===== src/rtl/ok_wire_arith_pkg.sv =====
// Shared types and limits for the ok_wire_arith engine.
// Build option: OK_WIRE_ARITH_SAT_EN selects saturating instead of wrapping results.
package ok_wire_arith_pkg;

    typedef enum logic [1:0] {
        ModeAdd  = 2'b00,
        ModeSub  = 2'b01,
        ModeAcc  = 2'b10,
        ModeLoad = 2'b11
    } mode_e;

    typedef enum logic [1:0] {
        StIdle = 2'b00,
        StRun  = 2'b01,
        StDone = 2'b10
    } state_e;

    localparam int unsigned NChMin    = 1;
    localparam int unsigned NChMax    = 16;
    localparam int unsigned WidthMin  = 8;
    localparam int unsigned WidthMax  = 32;

    // Channel index width; a single channel still needs a 1-bit counter.
    function automatic int unsigned idx_width(input int unsigned n);
        return (n > 1) ? $clog2(n) : 1;
    endfunction

endpackage


===== src/rtl/ok_arith_lane.sv =====
// Shared WIDTH-bit add/sub lane with carry/borrow detection.
// Build option: OK_WIRE_ARITH_SAT_EN clamps results on overflow (ADD/ACC to all-ones, SUB to 0).
module ok_arith_lane
    import ok_wire_arith_pkg::*;
#(
    parameter int unsigned WIDTH = 32
) (
    input  mode_e              mode_i,
    input  logic [WIDTH-1:0]   a_i,
    input  logic [WIDTH-1:0]   b_i,
    input  logic [WIDTH-1:0]   acc_i,
    output logic [WIDTH-1:0]   res_o,
    output logic               ovf_o
);

    logic [WIDTH:0] ext;

    // Compute result with one extra bit; the top bit is carry (add) or borrow (sub).
    always_comb begin
        ext   = '0;
        res_o = a_i;
        ovf_o = 1'b0;
        unique case (mode_i)
            ModeAdd: begin
                ext   = {1'b0, a_i} + {1'b0, b_i};
                res_o = ext[WIDTH-1:0];
                ovf_o = ext[WIDTH];
            end
            ModeSub: begin
                ext   = {1'b0, a_i} - {1'b0, b_i};
                res_o = ext[WIDTH-1:0];
                ovf_o = ext[WIDTH];
            end
            ModeAcc: begin
                ext   = {1'b0, acc_i} + {1'b0, a_i};
                res_o = ext[WIDTH-1:0];
                ovf_o = ext[WIDTH];
            end
            ModeLoad: begin
                res_o = a_i;
                ovf_o = 1'b0;
            end
            default: begin
                res_o = a_i;
                ovf_o = 1'b0;
            end
        endcase
`ifdef OK_WIRE_ARITH_SAT_EN
        if (ovf_o) begin
            res_o = (mode_i == ModeSub) ? '0 : '1;
        end
`endif
    end

endmodule


===== src/rtl/ok_wire_arith.sv =====
// N-channel serial arithmetic engine behind FrontPanel wires, start/busy/done handshake.
// Build option: OK_WIRE_ARITH_SAT_EN (saturating lane results); default build wraps.
module ok_wire_arith
    import ok_wire_arith_pkg::*;
#(
    parameter int unsigned N_CH  = 4,
    parameter int unsigned WIDTH = 32
) (
    input  logic                    okClk,
    input  logic                    reset,
    input  logic                    start,
    input  logic [1:0]              mode,
    input  logic [N_CH-1:0]         ch_mask,
    input  logic [N_CH*WIDTH-1:0]   op_a,
    input  logic [N_CH*WIDTH-1:0]   op_b,
    output logic [N_CH*WIDTH-1:0]   result,
    output logic [N_CH-1:0]         overflow,
    output logic                    busy,
    output logic                    done
);

    localparam int unsigned IdxW = idx_width(N_CH);

    if (N_CH < NChMin || N_CH > NChMax || WIDTH < WidthMin || WIDTH > WidthMax) begin : g_bad_cfg
        $error("ok_wire_arith: N_CH or WIDTH out of range");
    end

    state_e                  state_q, state_d;
    logic [IdxW-1:0]         idx_q, idx_d;
    mode_e                   mode_q, mode_d;
    logic [N_CH-1:0]         mask_q, mask_d;
    logic [N_CH*WIDTH-1:0]   a_q, a_d;
    logic [N_CH*WIDTH-1:0]   b_q, b_d;
    logic [N_CH*WIDTH-1:0]   result_q, result_d;
    logic [N_CH-1:0]         ovf_q, ovf_d;

    logic [WIDTH-1:0]        lane_res;
    logic                    lane_ovf;

    // One lane shared by all channels; the index selects its operands.
    ok_arith_lane #(
        .WIDTH (WIDTH)
    ) u_lane (
        .mode_i (mode_q),
        .a_i    (a_q[idx_q*WIDTH +: WIDTH]),
        .b_i    (b_q[idx_q*WIDTH +: WIDTH]),
        .acc_i  (result_q[idx_q*WIDTH +: WIDTH]),
        .res_o  (lane_res),
        .ovf_o  (lane_ovf)
    );

    // Next-state: snapshot on accepted start, one channel per RUN cycle, single DONE cycle.
    always_comb begin
        state_d  = state_q;
        idx_d    = idx_q;
        mode_d   = mode_q;
        mask_d   = mask_q;
        a_d      = a_q;
        b_d      = b_q;
        result_d = result_q;
        ovf_d    = ovf_q;
        unique case (state_q)
            StIdle: begin
                if (start) begin
                    mode_d  = mode_e'(mode);
                    mask_d  = ch_mask;
                    a_d     = op_a;
                    b_d     = op_b;
                    ovf_d   = '0;
                    idx_d   = '0;
                    state_d = StRun;
                end
            end
            StRun: begin
                if (mask_q[idx_q]) begin
                    result_d[idx_q*WIDTH +: WIDTH] = lane_res;
                    ovf_d[idx_q]                   = lane_ovf;
                end
                // Masked channels still spend their cycle so latency never varies.
                if (idx_q == IdxW'(N_CH - 1)) begin
                    state_d = StDone;
                end else begin
                    idx_d = idx_q + IdxW'(1);
                end
            end
            StDone: begin
                state_d = StIdle;
            end
            default: begin
                state_d = StIdle;
            end
        endcase
    end

    // State and datapath registers with synchronous reset that also aborts a run.
    always_ff @(posedge okClk) begin
        if (reset) begin
            state_q  <= StIdle;
            idx_q    <= '0;
            mode_q   <= ModeAdd;
            mask_q   <= '0;
            a_q      <= '0;
            b_q      <= '0;
            result_q <= '0;
            ovf_q    <= '0;
        end else begin
            state_q  <= state_d;
            idx_q    <= idx_d;
            mode_q   <= mode_d;
            mask_q   <= mask_d;
            a_q      <= a_d;
            b_q      <= b_d;
            result_q <= result_d;
            ovf_q    <= ovf_d;
        end
    end

    assign result   = result_q;
    assign overflow = ovf_q;
    assign busy     = (state_q != StIdle);
    assign done     = (state_q == StDone);

endmodule


===== config.mk =====
export PLATFORM = sky130hd
export DESIGN_NAME = ok_wire_arith
export DESIGN_NICKNAME = d
export VERILOG_FILES = /design/src/rtl/ok_wire_arith_pkg.sv /design/src/rtl/ok_arith_lane.sv /design/src/rtl/ok_wire_arith.sv
export SDC_FILE = /design/constraint.sdc
export NUM_CORES = 1
export LEC_CHECK = 0
export BUFFER_PORTS_ARGS = -buffer_cell sky130_fd_sc_hd__buf_2
export CORE_MARGIN = 1.5
export CORE_UTILIZATION = 35
export CTS_BUF_LIST = sky130_fd_sc_hd__clkbuf_8
export DETAILED_ROUTE_END_ITERATION = 7
export REMOVE_ABC_BUFFERS = 1
export SLEW_MARGIN = 10
export SYNTH_ARGS = -nofsm -noshare
export SYNTH_HDL_FRONTEND = slang
export SYNTH_HIERARCHICAL = 1
export SYNTH_SLANG_ARGS = --single-unit

===== constraint.sdc =====
create_clock -name okClk -period 10.9 [get_ports okClk]
set_input_delay 1.635 -clock okClk [delete_from_list [all_inputs] [get_ports okClk]]
set_output_delay 1.635 -clock okClk [all_outputs]
set_load 0.01 [all_outputs]

==> flow_summary.rst <==
.. list-table::
   :header-rows: 1

   * - Metric
     - Value
   * - Cell with the biggest individual delay on the critical path
     - sky130_fd_sc_hd__a2111oi_1
   * - Worst path cell trace
     - buf_4 -> mux4_2 -> ha_1 -> nand3_1 -> nor2_1 -> o211ai_1 -> a2111oi_1 -> o21ai_0 -> o21ai_1 -> a31oi_1 -> xnor2_1 -> o22ai_1 -> a21oi_1 -> nor2b_1 -> nand4_1 -> o21ai_0
   * - Area growth, synth to finish
     - 17.10%
   * - Leading cell type by number of instances after synthesis
     - sky130_fd_sc_hd__nand2_1
   * - Post-cts sizing count
     - 0
   * - Antenna violations before repair
     - 2
   * - PortBufs
     - 398
   * - Wire length after detailed routing
     - 77300 um
   * - Synth unique cells
     - 87
   * - Via total after detailed routing
     - 21.33k
   * - Nature of the critical path endpoint
     - register
   * - Chip height
     - 257.1 um
   * - Worst-Margin Slew
     - 1.163 ns
   * - Cell types occupying the most area after synthesis
     - sky130_fd_sc_hd__dfxtp_1 35%, sky130_fd_sc_hd__nand2_1 11%, sky130_fd_sc_hd__mux4_2 11%
   * - Syn Area/Cell
     - 8.152 um2
   * - Area of the die
     - 66100 um2
   * - NumNets Final
     - 3418
   * - Normalized max-slew margin
     - 22.46%
   * - Post-layout min period
     - 5.806 ns
   * - Number of clock sinks
     - 398
   * - Most used flip-flop cell after synthesis
     - sky130_fd_sc_hd__dfxtp_1
   * - Number of global-route vias before repair
     - 20.28k
   * - Worst Path Class, Setup
     - register to register
   * - Fin util
     - 41.72%
   * - GRT Resource Usage Total
     - 22.64%
   * - Power density cells
     - 144.6 nW/um2
   * - Critical path's most frequent cell
     - sky130_fd_sc_hd__o21ai_0
   * - Maximum number of pins on one net before global-route repair
     - 181
   * - Least setup slack across all paths after layout
     - 5.094 ns
   * - #FFs+latches synth
     - 398
   * - Commonest cells in the synthesized netlist
     - 689 x sky130_fd_sc_hd__nand2_1, 398 x sky130_fd_sc_hd__dfxtp_1, 376 x sky130_fd_sc_hd__a21oi_1, 174 x sky130_fd_sc_hd__o21ai_0, 146 x sky130_fd_sc_hd__clkbuf_1
   * - Post-place setup slack
     - 5.165 ns
   * - Chip width
     - 257.1 um
   * - Final design instance area without fill
     - 26460 um2
   * - Netlist area before placement
     - 22600 um2
   * - Largest fanout on the critical path
     - 32
   * - Peak clock frequency supported by timing
     - 172.2 MHz
   * - Reg2reg setup slack
     - 5.09 ns
   * - Terminus of the critical flop-to-flop path
     - result[126]$_SDFFE_PP0P_
   * - Std-Cell Rows
     - 92
   * - Post-synth top area share
     - 35.26%
   * - Ys Warns
     - 6
   * - Worst Path Buf+Inv
     - 1
   * - Min-Delay Startpoint
     - b_q[127]$_SDFFE_PP0P_
   * - Crit share post-route
     - 53.27%
   * - Cts bufs inserted
     - 73
   * - Setup violators final
     - 0
   * - Worst reg2reg path startpoint
     - idx_q[0]$_SDFFE_PP0P_
   * - Worst clock skew
     - 0.03154 ns
   * - Initial core utilization
     - 35.63%
   * - DRC errors left
     - 0
   * - Setup total negative slack
     - 0 ns
   * - Endpoint required time on the critical path
     - 11.47 ns
   * - Path class of the lowest-slack min-delay path
     - register to register
   * - FILL cells
     - 6554
   * - Fraction of registers with async set or reset after synthesis
     - 0%
   * - Worst-case reg-to-reg path depth
     - 16
   * - CP startpoint kind
     - register
   * - RSZ-0062 raised after global routing
     - false
   * - Peak per-stage delay on the critical path
     - 0.74 ns
   * - Number of enable flip-flop cells after synthesis
     - 0
   * - # H-tree levels
     - 3
   * - Arrival time at the worst endpoint
     - 6.37 ns
   * - Count of hold-fix buffers inserted at cts
     - 0
   * - Placed cell areas
     - 24970 um2
   * - Core area
     - 63430 um2
   * - Gate Count Post-Synth
     - 2772
   * - Router iterations before antenna repair
     - 6
   * - Run status
     - finished, final reports clean
   * - Estimated wirelength of the detail-placed design
     - 54920 um
   * - Leakage power
     - 0.01080 uW
   * - Number of top-level pins
     - 399
   * - Sequential-to-total area share from yosys stat
     - 35.26%
   * - Clock insertion delay at the later pin of the skew report
     - 0.66 ns
   * - Number of routed nets with antenna violations
     - 0
   * - Worst hold stages
     - 2
   * - Largest area contributor in the synthesized netlist
     - sky130_fd_sc_hd__dfxtp_1
   * - Share of final-layout standard cells stronger than drive strength 1
     - 21.85%
   * - Maxcap violations
     - 0
   * - Final weighted congestion of routability-driven global placement
     - 0.9113
   * - Final Hold Viols
     - 0
   * - End point of the worst hold path
     - b_q[127]$_SDFFE_PP0P_
   * - Pwr Total
     - 3828 uW
   * - Post-CTS Setup Repair Bufs
     - 0
   * - Global-route wire length before repair
     - 118500 um
   * - Clock Path Buffers
     - 3
   * - Clock root buffer
     - sky130_fd_sc_hd__clkbuf_8
   * - Top delay family on crit path
     - compound AO/OA/AOI/OAI gates
   * - Clock tree from TritonCTS
     - yes
   * - Final routed wire length divided by cell count
     - 19.59 um
   * - Global route total overflow
     - 0
   * - Vias per Instance
     - 5.406
   * - Peak supply drop
     - 65.40 uV
   * - Number of DRC markers in iteration 0
     - 1903
   * - Clock transition at the registers of the reported paths
     - 0.06 ns
   * - Final-report max-slew violation count
     - 0
final cells by class:
type / instances / area, um2 / area share, %
sequential: 398 / 7975 / 30.14
tap: 846 / 1059 / 4.000
antenna: 2 / 5.005 / 0.01891
clock buffer: 93 / 1280 / 4.837
multi-input combinational: 2070 / 13420 / 50.73
clock inverter: 34 / 210.2 / 0.7943
timing repair buffer: 425 / 2217 / 8.378
inverter: 78 / 292.8 / 1.106
flip-flops by register name (all words and copies together), names as in the netlist:
signal / flops
a_q: 128
b_q: 128
idx_q: 2
mask_q: 4
mode_q: 2
overflow: 4
result: 128
state_q: 2
power breakdown:
part,switching [uW],internal (uW)
sequential,38.3,1520
combinational,497,315
clock,648,813
how the worst max path moves through the flow:
stage	endpoint	cells past startpoint	startpoint	slack, ns
after floorplan	idx_q[1]$_SDFFE_PP0P_	4	start	-5.95
after global placement	result[126]$_SDFFE_PP0P_	16	idx_q[0]$_SDFFE_PP0P_	5.24
after detailed placement	result[62]$_SDFFE_PP0P_	16	idx_q[0]$_SDFFE_PP0P_	5.17
after CTS	result[62]$_SDFFE_PP0P_	16	idx_q[0]$_SDFFE_PP0P_	5.13
after global routing	result[30]$_SDFFE_PP0P_	16	idx_q[0]$_SDFFE_PP0P_	4.62
final	result[126]$_SDFFE_PP0P_	16	idx_q[0]$_SDFFE_PP0P_	5.09
through the flow:
stage / instances / hold slack, ns
global route: 3946 / 0.4638
global placement: 3817 / 0.4395
detailed placement: 3817 / 0.4442
CTS: 3944 / 0.4524
finish: 3946 / 0.4505
floorplan: 2546 / 0.4271
routing by layer:
metal	global-route usage (%)	up-vias	wire (um)
li1	-	10326	-
met1	32.24	10085	35460
met2	34.58	810	34410
met3	3.970	113	5616
met4	7.255	0	1805
met5	0	-	0
kinds of logic after synthesis:
logic type / after synthesis / synth area share (%)
AO/OA/AOI/OAI: 723 / 18.30
AND/OR/NAND/NOR: 1050 / 20.62
XOR/XNOR: 70 / 2.713
adder cells (fa/ha/maj): 107 / 6.024
buffers and inverters: 304 / 5.553
flip-flops: 398 / 35.26
multiplexers: 120 / 11.53
layout by cell type (no fill, tap or decap), types with 49 or more instances in the layout:
cell type                  instances
sky130_fd_sc_hd__xnor2_1          49
sky130_fd_sc_hd__clkbuf_8         93
sky130_fd_sc_hd__a21oi_1         376
sky130_fd_sc_hd__dfxtp_1         396
sky130_fd_sc_hd__nand2_1         688
sky130_fd_sc_hd__nand4_1         135
sky130_fd_sc_hd__ha_1            101
sky130_fd_sc_hd__mux4_2          112
sky130_fd_sc_hd__nor2_1           86
sky130_fd_sc_hd__o21ai_0         174
sky130_fd_sc_hd__inv_1            93
sky130_fd_sc_hd__buf_2           397
worst min-delay path, stage by stage, from the launching register on:
cell                      delay, ns
sky130_fd_sc_hd__dfxtp_1       0.30
sky130_fd_sc_hd__nand2_1       0.05
sky130_fd_sc_hd__a21oi_1       0.05
(Power assumes the default switching activity.)
